`config.mk`:
```
export PLATFORM = sky130hd
export DESIGN_NAME = mem_stage
export DESIGN_NICKNAME = d
export VERILOG_FILES = /design/src/rtl/mem_pkg.sv /design/src/rtl/mem_stage_load_store_align.sv /design/src/rtl/mem_stage.sv
export SDC_FILE = /design/constraint.sdc
export NUM_CORES = 1
export LEC_CHECK = 0
export CAP_MARGIN = 10
export CORE_ASPECT_RATIO = 0.9
export CORE_UTILIZATION = 37
export DETAILED_ROUTE_END_ITERATION = 16
export HOLD_SLACK_MARGIN = 0.1
export PLACE_DENSITY = 0.82
export SLEW_MARGIN = 20
export SYNTH_ARGS = -nofsm -noshare
export SYNTH_HDL_FRONTEND = slang
export SYNTH_SLANG_ARGS = --single-unit
```
`constraint.sdc`:
```
create_clock -name clk -period 2.3 [get_ports clk]
set_input_delay 0.46 -clock clk [delete_from_list [all_inputs] [get_ports clk]]
set_output_delay 0.46 -clock clk [all_outputs]
set_load 0.01 [all_outputs]
```
`src/rtl/mem_pkg.sv`:
```
// Shared encodings for the pipeline memory stage.
// Size codes, writeback select and FSM states.
package mem_pkg;

  localparam logic [2:0] F3_B  = 3'b000;
  localparam logic [2:0] F3_H  = 3'b001;
  localparam logic [2:0] F3_W  = 3'b010;
  localparam logic [2:0] F3_BU = 3'b100;
  localparam logic [2:0] F3_HU = 3'b101;

  localparam logic [1:0] MTR_ALU = 2'b00;
  localparam logic [1:0] MTR_MEM = 2'b01;

  typedef enum logic {
    ST_IDLE = 1'b0,
    ST_WAIT = 1'b1
  } mem_state_t;

endpackage

```
`src/rtl/mem_stage_load_store_align.sv`:
```
// Store lane/byte-enable formatting, load extraction
// and misalignment detection; purely combinational.
module load_store_align
  import mem_pkg::*;
(
  input  logic [2:0]  funct3,
  input  logic [1:0]  offset,
  input  logic        is_store,
  input  logic [31:0] store_data,
  input  logic [31:0] rdata,
  output logic [31:0] wdata,
  output logic [3:0]  be,
  output logic [31:0] load_data,
  output logic        misaligned
);

  logic is_b;
  logic is_h;
  logic sext;
  logic [7:0]  sel_byte;
  logic [15:0] sel_half;

  assign is_b = (funct3 == F3_B) || (funct3 == F3_BU);
  assign is_h = (funct3 == F3_H) || (funct3 == F3_HU);
  assign sext = (funct3 == F3_B) || (funct3 == F3_H);

  assign sel_byte = rdata[{offset, 3'b000} +: 8];
  assign sel_half = rdata[{offset[1], 4'b0000} +: 16];

  // Size decode: lanes, enables, extraction and alignment check.
  always_comb begin
    wdata      = store_data;
    be         = 4'b1111;
    load_data  = rdata;
    misaligned = 1'b0;
    unique case (1'b1)
      is_b: begin
        wdata     = {4{store_data[7:0]}};
        be        = is_store ? (4'b0001 << offset) : 4'b1111;
        load_data = {{24{sext & sel_byte[7]}}, sel_byte};
      end
      is_h: begin
        wdata      = {2{store_data[15:0]}};
        be         = is_store ? (4'b0011 << {offset[1], 1'b0})
                              : 4'b1111;
        load_data  = {{16{sext & sel_half[15]}}, sel_half};
        misaligned = offset[0];
      end
      default: begin
        misaligned = (funct3 == F3_W) && (offset != 2'b00);
      end
    endcase
  end

endmodule

```
`src/rtl/mem_stage.sv`:
```
// Pipeline memory stage: dmem handshake, stall, timeout
// and the MEM/WB register feeding writeback.
module mem_stage
  import mem_pkg::*;
#(
  parameter int DMEM_TIMEOUT = 16
) (
  input  logic        clk,
  input  logic        rst_n,
  input  logic        ex_mem_valid,
  input  logic [31:0] ex_mem_alu_result,
  input  logic [31:0] ex_mem_rs2_data,
  input  logic [4:0]  ex_mem_rd_addr,
  input  logic        ex_mem_reg_write_en,
  input  logic [1:0]  ex_mem_mem_to_reg,
  input  logic        ex_mem_mem_read,
  input  logic        ex_mem_mem_write,
  input  logic [2:0]  ex_mem_funct3,
  output logic        dmem_req,
  output logic        dmem_we,
  output logic [31:0] dmem_addr,
  output logic [31:0] dmem_wdata,
  output logic [3:0]  dmem_be,
  input  logic        dmem_ready,
  input  logic [31:0] dmem_rdata,
  output logic        mem_stall,
  output logic        mem_fault,
  output logic [31:0] mem_wb_dmem_data_out,
  output logic [31:0] mem_wb_alu_result,
  output logic [4:0]  mem_wb_rd_addr,
  output logic        mem_wb_reg_write_en,
  output logic [1:0]  mem_wb_mem_to_reg
);

  localparam int CW = (DMEM_TIMEOUT > 1) ? $clog2(DMEM_TIMEOUT) : 1;
  localparam logic [CW-1:0] CNT_LAST = CW'(DMEM_TIMEOUT - 1);

  mem_state_t    state, state_nx;
  logic [CW-1:0] wait_cnt, wait_cnt_nx;

  logic        access;
  logic        misaligned;
  logic        abandon;
  logic        complete;
  logic [31:0] load_data;

  logic [31:0] data_nx;
  logic [31:0] alu_nx;
  logic [4:0]  rd_nx;
  logic        rwe_nx;
  logic [1:0]  mtr_nx;

  load_store_align u_align (
    .funct3     (ex_mem_funct3),
    .offset     (ex_mem_alu_result[1:0]),
    .is_store   (ex_mem_mem_write),
    .store_data (ex_mem_rs2_data),
    .rdata      (dmem_rdata),
    .wdata      (dmem_wdata),
    .be         (dmem_be),
    .load_data  (load_data),
    .misaligned (misaligned)
  );

  assign access = ex_mem_valid & (ex_mem_mem_read | ex_mem_mem_write);

  // Reset withdraws the request immediately, even mid-wait.
  assign dmem_req  = rst_n & access & ~misaligned;
  assign dmem_we   = ex_mem_mem_write;
  assign dmem_addr = {ex_mem_alu_result[31:2], 2'b00};

  assign abandon = (DMEM_TIMEOUT != 0) & (state == ST_WAIT)
                 & dmem_req & ~dmem_ready & (wait_cnt == CNT_LAST);
  assign complete  = dmem_req & dmem_ready;
  assign mem_stall = dmem_req & ~dmem_ready & ~abandon;
  assign mem_fault = rst_n & ((access & misaligned) | abandon);

  // State and wait-counter register.
  always_ff @(posedge clk or negedge rst_n) begin
    if (!rst_n) begin
      state    <= ST_IDLE;
      wait_cnt <= '0;
    end else begin
      state    <= state_nx;
      wait_cnt <= wait_cnt_nx;
    end
  end

  // Next state: wait while request is outstanding, bounded.
  always_comb begin
    state_nx    = state;
    wait_cnt_nx = wait_cnt;
    unique case (state)
      ST_IDLE: begin
        if (dmem_req & ~dmem_ready) begin
          state_nx    = ST_WAIT;
          wait_cnt_nx = '0;
        end
      end
      ST_WAIT: begin
        if (~dmem_req | dmem_ready | abandon) begin
          state_nx    = ST_IDLE;
          wait_cnt_nx = '0;
        end else begin
          wait_cnt_nx = wait_cnt + 1'b1;
        end
      end
      default: begin
        state_nx    = ST_IDLE;
        wait_cnt_nx = '0;
      end
    endcase
  end

  // MEM/WB next value: bubble while stalled, kill on fault.
  always_comb begin
    data_nx = '0;
    alu_nx  = '0;
    rd_nx   = '0;
    rwe_nx  = 1'b0;
    mtr_nx  = MTR_ALU;
    if (!mem_stall && ex_mem_valid) begin
      alu_nx  = ex_mem_alu_result;
      rd_nx   = ex_mem_rd_addr;
      mtr_nx  = ex_mem_mem_to_reg;
      rwe_nx  = ex_mem_reg_write_en & ~mem_fault;
      if (ex_mem_mem_read & complete) begin
        data_nx = load_data;
      end
    end
  end

  // MEM/WB pipeline register.
  always_ff @(posedge clk or negedge rst_n) begin
    if (!rst_n) begin
      mem_wb_dmem_data_out <= '0;
      mem_wb_alu_result    <= '0;
      mem_wb_rd_addr       <= '0;
      mem_wb_reg_write_en  <= 1'b0;
      mem_wb_mem_to_reg    <= MTR_ALU;
    end else begin
      mem_wb_dmem_data_out <= data_nx;
      mem_wb_alu_result    <= alu_nx;
      mem_wb_rd_addr       <= rd_nx;
      mem_wb_reg_write_en  <= rwe_nx;
      mem_wb_mem_to_reg    <= mtr_nx;
    end
  end

endmodule

```
==> results of run 1 <==
-- synthesized netlist by cell type (all sizes together), types with 2 or more instances --
master	number
a211oi	7
a21boi	2
a21oi	23
a221oi	7
and2	41
and4bb	2
buf	47
clkbuf	13
dfrtp	77
inv	12
mux2	18
mux2i	8
nand2	24
nand2b	3
nand4	2
nand4b	2
nor2	29
nor2b	4
nor3	3
o21ai	29
or3	7
-- routing by layer --
| layer | vias up | track usage (%) | share of wire (%) |
|---|---|---|---|
| li1 | 1736 | - | - |
| met1 | 1792 | 25.7 | 37 |
| met2 | 203 | 43.4 | 53 |
| met3 | 19 | 5.30 | 7.3 |
| met4 | 0 | 8.62 | 1.9 |
| met5 | - | 0 | 0 |
-- worst reg2reg max path, delay by kind of cell (launching register included) --
kind            cells  cell delay, ps
simple gates        2             360
compound gates      2             280
fa+ha+maj           1             260
buf+inv             2             320
flops               1             410
-- stage by stage --
step	TNS, ps	std cells	instance area [um2]	hold slack (ps)
6_report	0	758	6880	176
5_1_grt	-5.20	758	6880	206
4_1_cts	-85.6	752	6810	459
3_5_place_dp	-18780	732	6480	600
3_3_place_gp	-15700	732	6480	570
2_1_floorplan	0	377	3920	164
-- path summary, 6_finish.rpt --
kind                                    startpoint                            endpoint  slack (ps)  depth (start not counted)
hold reg to reg            wait_cnt[1]$_DFFE_PN0P_             wait_cnt[1]$_DFFE_PN0P_         610                          2
setup reg to reg           wait_cnt[0]$_DFFE_PN0P_      mem_wb_mem_to_reg[1]$_DFF_PN0_         550                          7
hold / removal                               rst_n     mem_wb_alu_result[15]$_DFF_PN0_         180                          2
min in group clk              ex_mem_alu_result[0]      mem_wb_alu_result[0]$_DFF_PN0_         580                          3
max in group asynchronous                    rst_n  mem_wb_dmem_data_out[23]$_DFF_PN0_        1560                          3
setup / recovery               ex_mem_rs2_data[11]                      dmem_wdata[27]          30                          4
-- power breakdown --
part,total [W],internal [W],switching (W)
Combinational,0.000865,0.000509,0.000355
Clock,0.00129,0.000733,0.000558
Sequential,0.00142,0.00140,0.0000152
-- final cells by class --
cell class / instances / area [um2]
Clock buffer: 11 / 233
Inverter: 12 / 45.0
Timing Repair Buffer: 296 / 2930
Fill cell: 799 / 3370
Clock inverter: 5 / 36.3
Sequential cell: 77 / 1930
Multi-Input combinational cell: 228 / 1550
Tap cell: 129 / 161
-- timing repair --
action	4_1_cts	5_1_grt
endpoints found under the setup margin	25	12
cloned	1	0
pin swaps	3	4
buffers inserted	3	5
resized for setup	35	11
-- cells by family after synthesis --
family	after synthesis	share of synthesized area [%]
AND/OR/NAND/NOR	125	18.8
buffers and inverters	72	11.5
multiplexers	27	7.79
AO/OA/AOI/OAI	73	12.3
other	1	0.0957
flip-flops	77	49.2
adder cells (fa/ha/maj)	1	0.319
==> summary.txt, run 1 <==
Outcome: complete, no violations
Clock transition at path regs: 60 ps
Leak: 3.05 nW
Sequential fraction of the synthesis area: 49.2%
Worst slack at placement: -435 ps
Root buffer cell: clkbuf_16
Vias in the first global route: 3812
Crit-path cells: clkdlybuf4s50_1 -> mux2i_1 -> o21ai_0 -> clkdlybuf4s50_1
Dominant synthesized flop cell: dfrtp_1
Critical Path AT: 1810 ps
H-tree level count: 3
Yosys top cell area share: 49.2%
Worst path slowest cell: clkdlybuf4s50_1
Flops & latches, synth: 77
Via count: 3750
Synth area leader: dfrtp_1
Max VDD drop: 0.000288 V
Clk sinks: 77
Area Growth Syn to Fin: 75.7%
Starting density of the core: 38.2%
Avg WL per Cell: 17.1 um
Via density: 4.95
Clk buf depth: 2
Fin Clk Skew: 7.01 ps
Gate Count Post-Synth: 376
Buffers on Ports: 254
Final hold vios: 0
Most common cell after layout, fill and taps aside: clkdlybuf4s50_1
CP endpoint kind: output pin
Share of post-route cells with drive strength above 1: 17.6%
Die H: 99.6 um
DIE AREA: 11000 um2
Initial antenna violation count: 0
CORE AREA: 10200 um2
Most frequent cells in the layout: clkdlybuf4s50_1, dfrtp_1, buf_4
First-pass GRT wire length: 19.8 mm
Synth area leaders: dfrtp_1, buf_4, mux2_2, and2_1, o21ai_0
DRC viols: 0
N_diodes: 0
Pwr dens: 519 nW/um2
Most frequent CP cell: clkdlybuf4s50_1
Total grt overflow: 0
Worst setup SP type: primary input
FFs w/ async S/R, synth: 100%
Antenna-violating nets left: 0
Post-CTS Hold Buffers: 0
Largest net degree at the start of global routing: 78
Total of max-cap violations: 0
Delay-heaviest family, CP: buffers and inverters
Fmax: 441 MHz
Detail Placement HPWL: 9.95 mm
CP max FO: 2
Die width: 110 um
First-pass iteration count of the detailed router: 4
Min setup slack post-route: 34.4 ps
CP peak stage delay: 580 ps
Fin crit share: 98.5%
Fin nets: 738
Buffers & Inverters on Critical Path: 2
Worst endpoint required time: 1840 ps
Setup CP Type: primary input to output pin
DRT Wirelength: 12.9 mm
Clk Latency, worst-skew pair: 330 ps
YS warnings: 0
Finished Core Util: 67.2%
Total GRT Usage: 23.2%
Slew Limit Fails: 0
CTS tree: yes
Tightest Hold Check Type: primary input to async pin
DRT iter0 DRCs: 148
Final Setup Violations: 0
Post-synthesis cell area: 3920 um2
Average size of a mapped cell: 10.4 um2
Routability Congestion: 0.885
Num ports: 257
Std cell rows: 35
Total power: 0.00357 W
Number of distinct library cells after synthesis: 46
Final min period: 2270 ps
Top Registers: mem_wb_alu_result (32), mem_wb_dmem_data_out (32), mem_wb_rd_addr (5)
Inserted Clock Buffers: 9
Number of synthesized flops with an enable pin: 0
Power figures use the tool's default switching activity.
==> inputs of run 2 (changes only) <==
SETUP_SLACK_MARGIN = 0.4   (was not set)
==> summary.txt, run 2 (synthesized netlist as in run 1, its figures left out) <==
Setup CP Type: primary input to output pin
Total of max-cap violations: 0
Final hold vios: 0
Worst path slowest cell: nor4_4
CTS tree: yes
Fmax: 509 MHz
Tightest Hold Check Type: primary input to async pin
Clk Latency, worst-skew pair: 330 ps
Buffers on Ports: 254
Antenna-violating nets left: 0
Final Setup Violations: 0
Inserted Clock Buffers: 9
Clock transition at path regs: 70 ps
Total GRT Usage: 24.9%
Die H: 99.6 um
Fin nets: 753
Storage cell area: 1930 um2
Fin Clk Skew: 8.54 ps
Share of post-route cells with drive strength above 1: 24.4%
Critical Path AT: 1510 ps
Vias in the first global route: 3904
Most frequent cells in the layout: clkdlybuf4s50_1, dfrtp_1, dlygate4sd2_1
DIE AREA: 11000 um2
Via density: 4.94
DRT Wirelength: 14.0 mm
Hold slack: 397 ps
Worst setup SP type: primary input
Worst-case reg-to-reg path depth: 7
Area after DPL: 6510 um2
First-pass GRT wire length: 21.1 mm
Largest net degree at the start of global routing: 78
Num ports: 257
CP max FO: 2
CP endpoint kind: output pin
Reg-to-reg setup timing slack: 750 ps
Slew Limit Fails: 0
H-tree level count: 3
Outcome: complete, no violations
Root buffer cell: clkbuf_16
Clk sinks: 77
Starting density of the core: 38.2%
Std cell rows: 35
Top Registers: mem_wb_alu_result (32), mem_wb_dmem_data_out (32), mem_wb_rd_addr (5)
Die width: 110 um
Pwr dens: 533 nW/um2
Avg WL per Cell: 18.1 um
Leak: 3.24 nW
Fillers: 757
Detail Placement HPWL: 10.5 mm
Most common cell after layout, fill and taps aside: clkdlybuf4s50_1
Routability Congestion: 0.826
CORE AREA: 10200 um2
Post-route cell area: 7110 um2
Initial antenna violation count: 0
Setup_tns: 0 ps
DRT iter0 DRCs: 157
Total grt overflow: 0
Post-CTS Hold Buffers: 0
Least-Margin Pin Slew: 958 ps
Area Growth Syn to Fin: 81.5%
Fin crit share: 85.5%
Worst endpoint required time: 1840 ps
Clk buf depth: 2
Max VDD drop: 0.000446 V
DRC viols: 0
Multi-input combinational cell area: 1680 um2
N_diodes: 0
Via count: 3817
Relative slew slack: 36.2%
Most frequent CP cell: buf_6
Final min period: 1970 ps
RSZ-0062 raised after global routing: true
CP peak stage delay: 310 ps
Crit-path cells: buf_6 -> and4bb_2 -> nor4_4 -> buf_4 -> and2_4 -> buf_6
First-pass iteration count of the detailed router: 4
==> run 2: repair_timing <==
item | 4_1_cts | 5_1_grt
gates resized for setup | 188 | 34
endpoints found under the setup margin | 145 | 43
setup buffers | 15 | 6
gates cloned | 1 | 2
pin swaps | 8 | 9
==> run 2: per-stage QoR <==
step	setup slack (ps)	std cells	power, W	utilization, %
finish	334	773	0.00379	69.4
global placement	-528	733	0.00229	63.5
CTS	314	765	0.00379	68.3
global route	285	773	0.00394	69.4
floorplan	230	377	0.00177	-
detailed placement	-567	733	0.00231	63.5
==> run 2: power breakdown <==
group          internal, W  leakage [nW]  total [W]  switching [W]
Combinational     0.000509          2.05   0.000889       0.000380
Clock             0.000866         0.153    0.00148       0.000618
Sequential         0.00140          1.03    0.00142      0.0000153
==> run 2: area by class of cell <==
cell class / count / area share, %
Timing Repair Buffer: 309 / 42.0
Sequential cell: 77 / 27.1
Multi-Input combinational cell: 230 / 23.6
Clock buffer: 9 / 3.17
Tap cell: 129 / 2.27
Clock inverter: 7 / 1.20
Inverter: 12 / 0.634
==> run 2: path summary, 6_finish.rpt <==
path / to / startpoint
max: mem_stall / ex_mem_alu_result[1]
min reg2reg: wait_cnt[2]$_DFFE_PN0P_ / wait_cnt[2]$_DFFE_PN0P_
min in group clk: mem_wb_dmem_data_out[31]$_DFF_PN0_ / dmem_rdata[31]
max in group asynchronous: mem_wb_dmem_data_out[5]$_DFF_PN0_ / rst_n
min: mem_wb_alu_result[25]$_DFF_PN0_ / rst_n
max reg2reg: mem_wb_alu_result[31]$_DFF_PN0_ / wait_cnt[0]$_DFFE_PN0P_
==> run 2: critical path: cells and delay by family <==
kind / cells / cell delay, ps
simple gates: 3 / 690
buf+inv: 3 / 350
==> run 2: metal layers <==
metal  track usage (%)  wire (um)  up-vias
met1              27.0       5120     1817
met2              46.8       7540      213
met3              7.37       1200       12
met4              7.18        166        0
li1                  -          -     1775
met5                 0          0        -
